`src/rtl/riscv_pkg.sv`:
```
// Shared core constants and fetch-state encoding.
// Widths default to RV32; the fetch unit overrides them through parameters.
package riscv_pkg;

    localparam int          DEFAULT_XLEN     = 32;
    localparam logic [31:0] DEFAULT_RESET_PC = 32'h0000_0000;
    localparam logic [31:0] NOP_INSTR        = 32'h0000_0013;

    typedef enum logic [1:0] {
        IDLE  = 2'd0,
        FETCH = 2'd1,
        HOLD  = 2'd2,
        HALT  = 2'd3
    } fetch_state_e;

endpackage

```
`src/rtl/fetch_unit_if.sv`:
```
// Fetch-stage bundle: instruction-memory handshake, decode hand-off and redirect inputs.
// master = fetch unit, slave = the memory/core environment around it.
interface fetch_unit_if import riscv_pkg::*; #(
    parameter int XLEN = DEFAULT_XLEN
) ();

    logic            imem_req;
    logic [XLEN-1:0] imem_addr;
    logic [31:0]     imem_rdata;
    logic            imem_valid;

    logic [31:0]     instr;
    logic            instr_valid;
    logic            instr_ready;

    logic            PCSrc;
    logic            Jalr;
    logic [XLEN-1:0] branch_target;
    logic [XLEN-1:0] jalr_target;

    logic [XLEN-1:0] pc;
    logic [XLEN-1:0] pc_plus4;
    logic            misaligned_trap;

    modport master (
        output imem_req, imem_addr,
        input  imem_rdata, imem_valid,
        output instr, instr_valid,
        input  instr_ready,
        input  PCSrc, Jalr, branch_target, jalr_target,
        output pc, pc_plus4, misaligned_trap
    );

    modport slave (
        input  imem_req, imem_addr,
        output imem_rdata, imem_valid,
        input  instr, instr_valid,
        output instr_ready,
        output PCSrc, Jalr, branch_target, jalr_target,
        input  pc, pc_plus4, misaligned_trap
    );

endinterface

```
`src/rtl/pc_next_mux.sv`:
```
// Next-PC select: Jalr beats PCSrc beats pc+4; JALR target has bit 0 cleared.
// Purely combinational, no backpressure.
module pc_next_mux import riscv_pkg::*; #(
    parameter int XLEN = DEFAULT_XLEN
) (
    input  logic [XLEN-1:0] pc_i,
    input  logic            pcsrc_i,
    input  logic            jalr_i,
    input  logic [XLEN-1:0] branch_target_i,
    input  logic [XLEN-1:0] jalr_target_i,
    output logic [XLEN-1:0] pc_plus4_o,
    output logic [XLEN-1:0] pc_next_o
);

    // Wraps modulo 2^XLEN; carry out is discarded.
    assign pc_plus4_o = pc_i + XLEN'(4);

    always_comb begin
        pc_next_o = pc_plus4_o;
        if (jalr_i) begin
            pc_next_o = jalr_target_i & ~XLEN'(1);
        end else if (pcsrc_i) begin
            pc_next_o = branch_target_i;
        end
    end

endmodule

```
`src/rtl/fetch_unit.sv`:
```
// Instruction fetch: owns the PC, single-outstanding imem request, holds instr until retired.
// Latency: >=2 cycles from FETCH entry to instr_valid; instr held until instr_ready. Macro: FETCH_MISALIGN_EN.
module fetch_unit import riscv_pkg::*; #(
    parameter int              XLEN     = DEFAULT_XLEN,
    parameter logic [XLEN-1:0] RESET_PC = XLEN'(DEFAULT_RESET_PC)
) (
    input  logic         clk,
    input  logic         reset,
    fetch_unit_if.master bus
);

    fetch_state_e    state_q, state_d;
    logic [XLEN-1:0] pc_q, pc_d;
    logic [31:0]     instr_q, instr_d;
    logic            instr_valid_q, instr_valid_d;
    logic [XLEN-1:0] pc_plus4;
    logic [XLEN-1:0] pc_sel;

    pc_next_mux #(.XLEN(XLEN)) u_pc_next_mux (
        .pc_i            (pc_q),
        .pcsrc_i         (bus.PCSrc),
        .jalr_i          (bus.Jalr),
        .branch_target_i (bus.branch_target),
        .jalr_target_i   (bus.jalr_target),
        .pc_plus4_o      (pc_plus4),
        .pc_next_o       (pc_sel)
    );

`ifdef FETCH_MISALIGN_EN
    logic trap_q, trap_d;
`endif

    always_comb begin
        state_d       = state_q;
        pc_d          = pc_q;
        instr_d       = instr_q;
        instr_valid_d = instr_valid_q;
`ifdef FETCH_MISALIGN_EN
        trap_d        = trap_q;
`endif
        case (state_q)
            IDLE: begin
                state_d = FETCH;
            end
            FETCH: begin
                if (bus.imem_valid) begin
                    instr_d       = bus.imem_rdata;
                    instr_valid_d = 1'b1;
                    state_d       = HOLD;
                end
            end
            HOLD: begin
                if (bus.instr_ready) begin
                    instr_valid_d = 1'b0;
`ifdef FETCH_MISALIGN_EN
                    // A misaligned target is still recorded so the trap handler sees it.
                    pc_d = pc_sel;
                    if (pc_sel[1:0] != 2'b00) begin
                        state_d = HALT;
                        trap_d  = 1'b1;
                    end else begin
                        state_d = FETCH;
                    end
`else
                    pc_d    = pc_sel & ~XLEN'(3);
                    state_d = FETCH;
`endif
                end
            end
            HALT: begin
                instr_valid_d = 1'b0;
            end
        endcase
    end

    always_ff @(posedge clk or posedge reset) begin
        if (reset) begin
            state_q       <= IDLE;
            pc_q          <= RESET_PC;
            instr_q       <= NOP_INSTR;
            instr_valid_q <= 1'b0;
        end else begin
            state_q       <= state_d;
            pc_q          <= pc_d;
            instr_q       <= instr_d;
            instr_valid_q <= instr_valid_d;
        end
    end

`ifdef FETCH_MISALIGN_EN
    always_ff @(posedge clk or posedge reset) begin
        if (reset) begin
            trap_q <= 1'b0;
        end else begin
            trap_q <= trap_d;
        end
    end

    assign bus.misaligned_trap = trap_q;
`else
    assign bus.misaligned_trap = 1'b0;
`endif

    // Request drops the instant reset hits because it decodes the async-reset state.
    assign bus.imem_req    = (state_q == FETCH);
    assign bus.imem_addr   = pc_q;
    assign bus.instr       = instr_q;
    assign bus.instr_valid = instr_valid_q;
    assign bus.pc          = pc_q;
    assign bus.pc_plus4    = pc_plus4;

endmodule

```
`src/flat_wrapper.sv`:
```
// flat-port wrapper written by rule: the top's interface ports become plain ports
module fetch_unit_flat import riscv_pkg::*;
#(
    parameter int              XLEN     = DEFAULT_XLEN,
    parameter logic [XLEN-1:0] RESET_PC = XLEN'(DEFAULT_RESET_PC)
)
  (clk, reset, bus_imem_req, bus_imem_addr, bus_imem_rdata, bus_imem_valid, bus_instr, bus_instr_valid, bus_instr_ready, bus_PCSrc, bus_Jalr, bus_branch_target, bus_jalr_target, bus_pc, bus_pc_plus4, bus_misaligned_trap);
  fetch_unit_if #(.XLEN(XLEN)) bus_i ();
  input  logic clk;
  input  logic reset;
  output wire logic [$bits(bus_i.imem_req)-1:0] bus_imem_req;
  output wire logic [$bits(bus_i.imem_addr)-1:0] bus_imem_addr;
  input wire logic [$bits(bus_i.imem_rdata)-1:0] bus_imem_rdata;
  input wire logic [$bits(bus_i.imem_valid)-1:0] bus_imem_valid;
  output wire logic [$bits(bus_i.instr)-1:0] bus_instr;
  output wire logic [$bits(bus_i.instr_valid)-1:0] bus_instr_valid;
  input wire logic [$bits(bus_i.instr_ready)-1:0] bus_instr_ready;
  input wire logic [$bits(bus_i.PCSrc)-1:0] bus_PCSrc;
  input wire logic [$bits(bus_i.Jalr)-1:0] bus_Jalr;
  input wire logic [$bits(bus_i.branch_target)-1:0] bus_branch_target;
  input wire logic [$bits(bus_i.jalr_target)-1:0] bus_jalr_target;
  output wire logic [$bits(bus_i.pc)-1:0] bus_pc;
  output wire logic [$bits(bus_i.pc_plus4)-1:0] bus_pc_plus4;
  output wire logic [$bits(bus_i.misaligned_trap)-1:0] bus_misaligned_trap;
  assign bus_imem_req = bus_i.imem_req;
  assign bus_imem_addr = bus_i.imem_addr;
  assign bus_i.imem_rdata = bus_imem_rdata;
  assign bus_i.imem_valid = bus_imem_valid;
  assign bus_instr = bus_i.instr;
  assign bus_instr_valid = bus_i.instr_valid;
  assign bus_i.instr_ready = bus_instr_ready;
  assign bus_i.PCSrc = bus_PCSrc;
  assign bus_i.Jalr = bus_Jalr;
  assign bus_i.branch_target = bus_branch_target;
  assign bus_i.jalr_target = bus_jalr_target;
  assign bus_pc = bus_i.pc;
  assign bus_pc_plus4 = bus_i.pc_plus4;
  assign bus_misaligned_trap = bus_i.misaligned_trap;
  fetch_unit #(.XLEN(XLEN), .RESET_PC(RESET_PC)) u_core (.clk(clk), .reset(reset), .bus(bus_i));
endmodule
```
`config.mk`:
```
export PLATFORM = sky130hd
export DESIGN_NAME = fetch_unit_flat
export DESIGN_NICKNAME = d
export VERILOG_FILES = /design/src/rtl/riscv_pkg.sv /design/src/rtl/fetch_unit_if.sv /design/src/rtl/pc_next_mux.sv /design/src/rtl/fetch_unit.sv /design/src/flat_wrapper.sv
export SDC_FILE = /design/constraint.sdc
export NUM_CORES = 1
export LEC_CHECK = 0
export CORE_MARGIN = 3
export CORE_UTILIZATION = 42
export DETAILED_ROUTE_END_ITERATION = 6
export PLACE_DENSITY = 0.87
export SYNTH_ARGS = -nofsm -noshare
export SYNTH_HDL_FRONTEND = slang
export SYNTH_SLANG_ARGS = --single-unit
```
`constraint.sdc`:
```
create_clock -name clk -period 5.4 [get_ports clk]
set_input_delay 0.54 -clock clk [delete_from_list [all_inputs] [get_ports clk]]
set_output_delay 0.54 -clock clk [all_outputs]
set_load 0.02 [all_outputs]
```
After elaboration in Yosys (flattened, before gate mapping)
Index checks and enable logic that the tools add are counted.
{ "op_classes": {"n_addsub": 1, "mul": 0, "div_mod_pow": 0, "order_cmp": 0, "n_eq_ne": 5, "shifts": 0, "mux": 8, "n_bitwise": 0, "reduce_logical": 7} }
{ "ops": {"columns": ["operator", "n"], "rows": [
  ["32-bit 2-to-1 mux", 2],
  ["32-bit by 3-bit adder with 32-bit output (second input constant)", 1],
  ["2-bit case mux with 3 select lines", 1],
  ["3-bit AND reduction", 2],
  ["3-bit nonzero test", 2],
  ["2-bit equality test (second input constant)", 2],
  ["2-bit 2-to-1 mux", 2],
  ["2-bit AND reduction", 2],
  ["1-bit case mux with 3 select lines", 1],
  ["2-bit by 1-bit equality test with 1-bit output (second input constant)", 1],
  ["2-bit zero test", 1],
  ["1-bit 2-to-1 mux", 2],
  ["2-bit by 1-bit inequality test with 1-bit output (second input constant)", 1],
  ["2-bit inequality test (second input constant)", 1]
]} }
{ "word_totals": {"register_bits": 65, "latch_bits": 0, "ram_bits": 0, "mem_bits_ro": 0, "output_inout_bits": 131, "wordCells": 25, "mem_count": 0} }

Logic depth before layout (Yosys ltp)
Gate-level depths: netlist of the first run.
{ "depth": {"ltp_word": 3, "depth_mapped": 7, "mapped_depth_nobuf": 6} }

Modules after synthesis
From an unflattened synthesis of the first run, not the netlist that was laid out.
{ "hier_totals": {"cells_unflattened": 394, "hier_area_um2": 4287.9} }
{ "by_module_without_submodules": {"columns": ["mod", "instances", "cells_per_inst", "area_per_inst_um2"], "rows": [
  ["fetch_unit", 1, 180, 2861.5],
  ["pc_next_mux", 1, 214, 1426.4]
]} }

Worst setup path after synthesis of the first run
No wires, ideal clock.
{ "synth_path": {"path_type": "reg-to-output", "start": "reg u_core.pc_q[2], in the netlist u_core.bus.imem_addr[2]", "end": "out bus_pc_plus4[22]", "arrival_time_ns": 2.077, "required_time_ns": 4.860, "slack_ns": 2.783, "stages_incl_launch_ff": 8, "n_path_buf": 1, "cell_sequence": "dfrtp_1 -> ha_1 -> nand3_2 -> nor4_4 -> and2_0 -> buf_2 -> nand2_1 -> xnor2_1"} }
{ "synth_between": {"elab_chain_cells": 1} }
{ "synth_lines": {"columns": ["element", "line_no", "source"], "rows": [
  ["from (decl)", "fetch_unit.sv:13", "logic [XLEN-1:0] pc_q, pc_d;"],
  ["from (signal assigned)", "fetch_unit.sv:84", "pc_q <= pc_d;"],
  ["32-bit by 3-bit adder with 32-bit output", "pc_next_mux.sv:16", "assign pc_plus4_o = pc_i + XLEN'(4);"],
  ["to (decl)", "flat_wrapper.sv:23", "output wire logic [$bits(bus_i.pc_plus4)-1:0] bus_pc_plus4;"]
]} }
Every way passes these cells.

Worst setup path after layout of the first run
Same ends and word-level chain as after synthesis.

==> results of run 1 <==
-- worst paths after layout --
check	end	start	slack, ps	cells past startpoint
worst min register to register	u_core.bus.instr[13]	u_core.bus.instr[13]	510	1
worst max register to register	u_core.bus.imem_addr[17]	u_core.bus.imem_addr[4]	3110	5
worst min-delay path	u_core.bus.instr[13]	u_core.bus.instr[13]	510	1
worst max-delay path	bus_pc_plus4[22]	u_core.bus.imem_addr[2]	1820	7
max in group asynchronous	u_core.bus.instr[1]	reset	3910	3
min in group asynchronous	u_core.bus.instr[26]	reset	550	2
-- through the flow --
stage | cell area [um^2] | hold slack (ps)
final | 6360 | 507
after global placement | 6160 | 487
after global routing | 6360 | 521
after CTS | 6360 | 513
after floorplan | 4120 | 496
after detailed placement | 6160 | 496
-- placed cells by master (no fill, tap or decap), types with 3 or more instances in the layout --
cell,count
a21oi_1,25
a222oi_1,4
a22o_1,8
a22oi_1,4
a31oi_1,8
and2_1,6
and3_1,11
and4_1,3
buf_4,6
clkbuf_8,10
clkdlybuf4s50_1,221
clkinvlp_4,3
conb_1,7
dfrtp_1,62
dfstp_2,3
inv_1,6
mux2_2,32
mux2i_1,8
nand2_1,27
nand2b_1,3
nand3_1,10
nand4_1,7
nor2_1,22
nor2b_1,4
nor3_1,5
nor4_2,3
o21ai_0,34
o21ai_1,4
o2bb2ai_1,5
xnor2_1,14
xor2_1,14
-- registers in the layout, summed over array words and instances, names as in the netlist --
name,count
u_core.bus.imem_addr,30
u_core.bus.instr,32
u_core.bus.instr_valid,1
u_core.state_q,2
-- logic make-up (layout without fill, tap and decap cells) --
kind of cell    after synthesis  after routing  synth area share, %
fa+ha+maj                     1              1                0.305
compound gates              110            110                 17.5
xor+xnor                     28             28                 5.99
buf+inv                      69            250                 9.90
flops                        65             65                 39.8
simple gates                114            114                 15.6
mux                          40             40                 10.8
other cells                   1              7               0.0915
-- routing by layer --
metal | vias up | GRT usage, % | wire [um]
met3 | 29 | 7.29 | 1250
met2 | 213 | 42.9 | 6940
met5 | - | 0 | 0
li1 | 1862 | - | -
met4 | 0 | 7.97 | 319
met1 | 1963 | 28.0 | 5080
-- power breakdown --
group          total [mW]  leakage, nW  internal (mW)  switching, mW
registers           0.970        0.793          0.705          0.265
logic                1.85         1.70          0.947          0.900
clock network       0.426       0.0949          0.227          0.200
total                3.24         2.59           1.88           1.37
-- final cells by class --
class                   count  area [um^2]  share of cell area [%]
repair buffers            227         2260                    35.5
multi-input cells         300         2090                    32.8
flip-flops and latches     65         1630                    25.6
well taps                 129          161                    2.54
clock buffers              10          138                    2.16
clock inverters             6         66.3                    1.04
inverters                   7         26.3                   0.413
-- worst max-delay path: cells and delay by family, from the launching register on --
kind	cells	cell delay, ps
XOR/XNOR	1	140
adder cells (fa/ha/maj)	1	270
buffers and inverters	1	630
flip-flops	1	490
AND/OR/NAND/NOR	4	1190
==> impl_metrics.yaml, run 1 <==
synthesis:
  netlist_top_cells_count: "dfrtp_1 (62), buf_4 (38), o21ai_0 (34)"
  synth_seq_cells: 65
  avgSynthCellArea_um2: 9.57
  yosysTopAreaCell: "dfrtp_1"
  synth-main-ff-cell: "dfrtp_1"
  ys.warnings.count: 0
  synth_seq_area_share_pct: 39.8
  synth_cell_type_count: 55
  async_reset_ff_share_pct: 100
  synth_top_cell_area_share_pct: 37.9
  synth_edf_count: 0
  syn_inst: 428
  yosys.cell_count.top_type: "dfrtp_1"
  synth.top_cells.by_area: "dfrtp_1 (38%), mux2_2 (8.8%), buf_4 (7.0%)"
  syn_area_um2: 4100
sta:
  hold_viol: 0
  setup-tns-final_ps: 0
  setup_violations: 0
  rsz0062_at_grt: "no"
  tightest_slew_ps: 984
  worst_slew_margin_rel_pct: 34.3
  post-route-period-util_pct: 66.4
  fin_crit_ps: 3580
  fin_skew_ps: 12.1
  setup_ws_ps: 1820
  fmax_mhz: 279
  drv_slew: 0
critical_path:
  cpMaxStageDelayCell: "clkdlybuf4s50_1"
  worstSetupPathType: "register to primary output"
  end_kind: "primary output"
  worstSetupStartpointType: "register"
  crit_required_ps: 4860
  path_cells: "ha_1 > nand3_2 > nor4_4 > and2_0 > nand2_1 > xnor2_1 > clkdlybuf4s50_1"
  cp_max_fo: 8
  slowest_delay_ps: 630
  worstPathArrival_ps: 3040
grt:
  grt_pass1_vias: 4220
  antenna_found_initial: 0
  grt_pass1_wl_um: 21600
  grt_max_degree: 43
  track_usage_pct: 24.3
  overflow: 0
placement:
  pre_cts_ws_ps: 2150
  routabilityCongestion: 0.813
  dp_hpwl_um: 10300
  dpl.cell_count: 728
  port-buffer-count: 221
job:
  maxCapViolations: 0
die:
  initial_utilization_pct: 43.7
  io_pins: 233
  coreArea_um2: 9370
  rows: 35
  fp.dieH_um: 105
  die_x_um: 105
  die-area_um2: 11000
cells_and_area:
  fill_cells: 759
  drive_above_1_share_pct: 11.9
  diodes: 0
  syn2layout_area_growth_pct: 55.4
  final_nets: 713
  final_util_pct: 67.9
  instances_no_fill: 744
routing:
  drc_errors: 0
  routed_wl_um: 13600
  drt_iter0_drc: 182
  vias: 4067
  firstDrtPassIters: 5
  post_drt_wl_per_cell_um: 18.3
  avgViaCountPerCell: 5.47
  route.antenna.remaining_nets: 0
cts:
  ctsHtreeMaxLevel: 3
  clkTransAtPathRegs_ps: 80
  cts_buffers: 9
  cts_hold_buffers: 0
  cts_setup_buffers: 0
  root_buffer: "clkbuf_8"
  clock_latency_ps: 330
  cts_tree: "yes"
  cts_buffer_depth: 2
  clock-sinks: 65
  cts_resized: 0
hold_path:
  hp-class: "register to register"
pwr:
  p_leak_nw: 2.59
  powerDensity_nw_per_um2: 510
  total_power_mw: 3.24
  irDropWorstVdd_mv: 0.302
outcome:
  outcome: "finished clean"
(Power assumes the default switching activity.)
==> run 2, diff against run 1 <==
CORE_UTILIZATION = 39   (was 42)
PLACE_DENSITY = 0.82   (was 0.87)
clock period = 3.4 ns   (was 5.4 ns; I/O delays follow)
==> impl_metrics.yaml, run 2 (synthesis results as in run 1) <==
outcome:
  outcome: "finished clean"
pwr:
  irDropWorstVdd_mv: 0.570
  powerDensity_nw_per_um2: 825
  p_leak_nw: 2.65
critical_path:
  worstSetupPathType: "register to primary output"
  worstPathArrival_ps: 2860
  crit_required_ps: 3060
  cp_max_fo: 7
  worstSetupStartpointType: "register"
  end_kind: "primary output"
sta:
  post-route-period-util_pct: 94.0
  tightest_slew_ps: 979
  drv_slew: 0
  worst_slew_margin_rel_pct: 34.6
  hold_viol: 0
  setup-tns-final_ps: 0
  fin_skew_ps: 10.7
  fin_crit_ps: 3200
  setup_violations: 0
  fmax_mhz: 313
  rsz0062_at_grt: "no"
cts:
  clkTransAtPathRegs_ps: 90
  clock-sinks: 65
  clock_latency_ps: 350
  cts_tree: "yes"
  cts_hold_buffers: 0
  cts_buffer_depth: 2
  root_buffer: "clkbuf_8"
  ctsHtreeMaxLevel: 3
  cts_resized: 0
  cts_setup_buffers: 0
  cts_buffers: 9
routing:
  vias: 4044
  routed_wl_um: 13900
  route.antenna.remaining_nets: 0
  firstDrtPassIters: 5
  drc_errors: 0
  post_drt_wl_per_cell_um: 18.5
  drt_iter0_drc: 196
  avgViaCountPerCell: 5.39
placement:
  routabilityCongestion: 0.811
  dp_hpwl_um: 10500
  port-buffer-count: 221
cells_and_area:
  diodes: 0
  layout_common_cells: "clkdlybuf4s50_1 (221), dfrtp_1 (62), o21ai_0 (34)"
  final_nets: 715
  syn2layout_area_growth_pct: 57.3
  largest_reg_flops: 32
  final_util_pct: 64.4
  fill_cells: 840
  drive_above_1_share_pct: 12.3
  final_common_cell: "clkdlybuf4s50_1"
die:
  io_pins: 233
  initial_utilization_pct: 41.0
  die_x_um: 108
  rows: 36
  fp.dieH_um: 108
  coreArea_um2: 10000
  die-area_um2: 11800
job:
  maxCapViolations: 0
grt:
  antenna_found_initial: 0
  overflow: 0
  track_usage_pct: 23.3
  grt_pass1_wl_um: 21200
  grt_max_degree: 37
  grt_pass1_vias: 4151
hold_path:
  hp-class: "primary input to asynchronous set/reset pin"
-- run 2: changes by cell type in the layout (fill, tap and decap cells not counted) --
cell / before / now
clkinv_4: 0 / 1
buf_4: 6 / 8
nor3_1: 5 / 4
nor4_2: 3 / 2
nor3_2: 1 / 2
clkinvlp_4: 3 / 0
clkinv_2: 1 / 0
clkbuf_8: 10 / 9
inv_6: 1 / 3
bufinv_16: 1 / 3
nor4_4: 1 / 2
-- run 2: layout make-up --
class	instances	area, um^2	share of cell area [%]
multi-input cells	300	2100	32.6
repair buffers	229	2270	35.3
well taps	133	166	2.58
inverters	7	26.3	0.408
clock buffers	9	124	1.92
flip-flops and latches	65	1630	25.3
clock inverters	7	125	1.94
-- run 2: final timing paths --
check                           cells after the start  slack, ps                      from                        to
worst max-delay path                                7        200   u_core.bus.imem_addr[3]          bus_pc_plus4[16]
worst min register to register                      1        510      u_core.bus.instr[18]      u_core.bus.instr[18]
min in group clk                                    1        510      u_core.bus.instr[18]      u_core.bus.instr[18]
worst min-delay path                                2        440                     reset      u_core.bus.instr[23]
max in group asynchronous                           3       2040                     reset  u_core.bus.imem_addr[10]
worst max register to register                      5       1230  u_core.bus.imem_addr[20]  u_core.bus.imem_addr[27]
-- run 2: per-stage QoR --
stage	instance area, um^2	setup WS, ps	power, mW	std cells	hold WS, ps
floorplan	4120	983	3.08	434	478
global placement	6180	549	4.43	734	487
detailed placement	6180	541	4.49	734	494
CTS	6430	132	5.35	750	460
global route	6440	26.4	5.59	750	500
finish	6440	204	5.31	750	441
-- run 2: worst max-delay path, stage by stage (launching register included) --
cell and delay (ps):
dfrtp_1 490, ha_1 280, nand3_2 170, nor4_4 350, buf_4 210, and3_1 240
xor2_1 150, clkdlybuf4s50_1 610
-- run 2: power by group --
| part | total (mW) | internal [mW] | switching (mW) | leakage (nW) |
|---|---|---|---|---|
| Combinational | 2.93 | 1.50 | 1.42 | 1.73 |
| Sequential | 1.54 | 1.12 | 0.424 | 0.793 |
| Clock | 0.843 | 0.496 | 0.346 | 0.125 |
-- run 2: layer usage --
metal	up-vias	part of all wire [%]	wire length, um	track usage, %
met2	196	51	7140	39.4
li1	1867	-	-	-
met4	0	1.3	181	8.66
met3	16	9.9	1380	8.12
met5	-	0	0	0
met1	1965	37	5190	27.2
==> run 3, diff against run 2 <==
CORE_MARGIN = 1.5   (was 3)
==> impl_metrics.yaml, run 3 (synthesis results as in run 1) <==
cts:
  clock_latency_ps: 340
  cts_tree: "yes"
  root_buffer: "clkbuf_8"
  ctsHtreeMaxLevel: 3
  cts_buffers: 9
  clock-sinks: 65
  clkTransAtPathRegs_ps: 80
  cts_hold_buffers: 0
  cts_buffer_depth: 2
hold_path:
  hp-class: "primary input to asynchronous set/reset pin"
sta:
  fin_skew_ps: 12.6
  worst_slew_margin_rel_pct: 37.1
  fin_crit_ps: 3210
  post-route-period-util_pct: 94.5
  tightest_slew_ps: 943
  setup_violations: 0
  rsz0062_at_grt: "no"
  fmax_mhz: 311
  setup-tns-final_ps: 0
  drv_slew: 0
  hold_viol: 0
critical_path:
  slowest_delay_ps: 640
  worstSetupStartpointType: "register"
  worstSetupPathType: "register to primary output"
  cp_max_fo: 7
  worstPathArrival_ps: 2870
  cpMostUsedCell: "nand2_1"
  path_cells: "ha_1 > and3_1 > nand2_1 > nor3_2 > nand2_1 > xnor2_1 > clkdlybuf4s50_1"
  cpMaxStageDelayCell: "clkdlybuf4s50_1"
  end_kind: "primary output"
  crit_required_ps: 3060
  reg2reg_slack_ps: 1270
cells_and_area:
  layout_common_cells: "clkdlybuf4s50_1 (221), dfrtp_1 (62), o21ai_0 (34)"
  largest_reg_flops: 32
  syn2layout_area_growth_pct: 58.4
  final_common_cell: "clkdlybuf4s50_1"
  drive_above_1_share_pct: 12.6
  fill_cells: 847
  final_nets: 717
  fin_area_um2: 6490
  diodes: 0
routing:
  drc_errors: 0
  drt_iter0_drc: 155
  vias: 4044
  firstDrtPassIters: 6
  routed_wl_um: 13300
  route.antenna.remaining_nets: 0
  avgViaCountPerCell: 5.36
  post_drt_wl_per_cell_um: 17.6
grt:
  grt_pass1_vias: 4053
  track_usage_pct: 23.7
  grt_max_degree: 37
  antenna_found_initial: 0
  overflow: 0
  grt_pass1_wl_um: 20700
job:
  maxCapViolations: 0
placement:
  port-buffer-count: 221
  dp_hpwl_um: 9990
  routabilityCongestion: 0.808
  post_dp_cell_area_um2: 6200
die:
  die_x_um: 105
  rows: 37
  fp.dieH_um: 105
  die-area_um2: 11100
  initial_utilization_pct: 39.9
  coreArea_um2: 10300
  io_pins: 233
pwr:
  powerDensity_nw_per_um2: 829
  p_leak_nw: 2.67
  total_power_mw: 5.38
  irDropWorstVdd_mv: 0.488
outcome:
  outcome: "finished clean"
==> run 3: cell types whose count changed in the layout (fill, tap and decap cells not counted), sizes merged <==
| cell | before | now |
|---|---|---|
| clkbuf | 9 | 10 |
| inv | 10 | 8 |
| bufinv | 3 | 4 |
| buf | 8 | 10 |
==> run 3: cell type report <==
type | instances | area, um^2 | share of cell area (%)
sequential | 65 | 1630 | 25.1
tap | 136 | 170 | 2.62
multi-input combinational | 300 | 2100 | 32.4
timing repair buffer | 231 | 2290 | 35.2
clock buffer | 10 | 138 | 2.12
inverter | 7 | 26.3 | 0.405
clock inverter | 6 | 138 | 2.12
==> run 3: what timing repair did <==
action	in CTS	in global routing
endpoints found under the setup margin	0	6
gates resized for setup	0	3
setup buffers	0	0
==> run 3: worst max-delay path, delay by kind of cell, from the launching register on <==
kind | cells | cell delay (ps)
simple gates | 4 | 900
buf+inv | 1 | 640
flops | 1 | 490
fa+ha+maj | 1 | 270
xor+xnor | 1 | 220
==> run 3: worst paths after layout <==
kind | start | end | cells after the start
worst max-delay path | u_core.bus.imem_addr[3] | bus_pc_plus4[30] | 7
min in group clk | u_core.bus.instr[29] | u_core.bus.instr[29] | 1
worst min register to register | u_core.bus.instr[29] | u_core.bus.instr[29] | 1
worst max register to register | u_core.bus.imem_addr[3] | u_core.bus.imem_addr[28] | 6
max in group asynchronous | reset | u_core.bus.imem_addr[17] | 3
worst min-delay path | reset | u_core.bus.instr[10] | 2
==> run 3: report_power, final <==
group | switching, mW | leakage (nW) | internal (mW)
combinational | 1.42 | 1.74 | 1.51
clock | 0.329 | 0.137 | 0.586
sequential | 0.424 | 0.793 | 1.12
total | 2.17 | 2.67 | 3.21
==> run 3: metrics by stage <==
step	hold WS, ps	instances	setup slack [ps]	utilization (%)
after CTS	482	755	38.0	63.0
after floorplan	478	434	983	-
after global routing	523	755	52.6	63.1
after detailed placement	492	739	476	60.3
final	470	755	187	63.1
after global placement	488	739	510	60.3
==> run 3: metal layers <==
metal  share of wire [%]  global-route usage [%]  routed length (um)  vias to the layer above
met5                   0                       0                   0                        -
met4                 1.2                    8.02                 162                        0
met3                 9.1                    7.11                1210                       14
met2                  50                    40.7                6710                      193
met1                  39                    28.1                5230                     1964
li1                    -                       -                   -                     1873
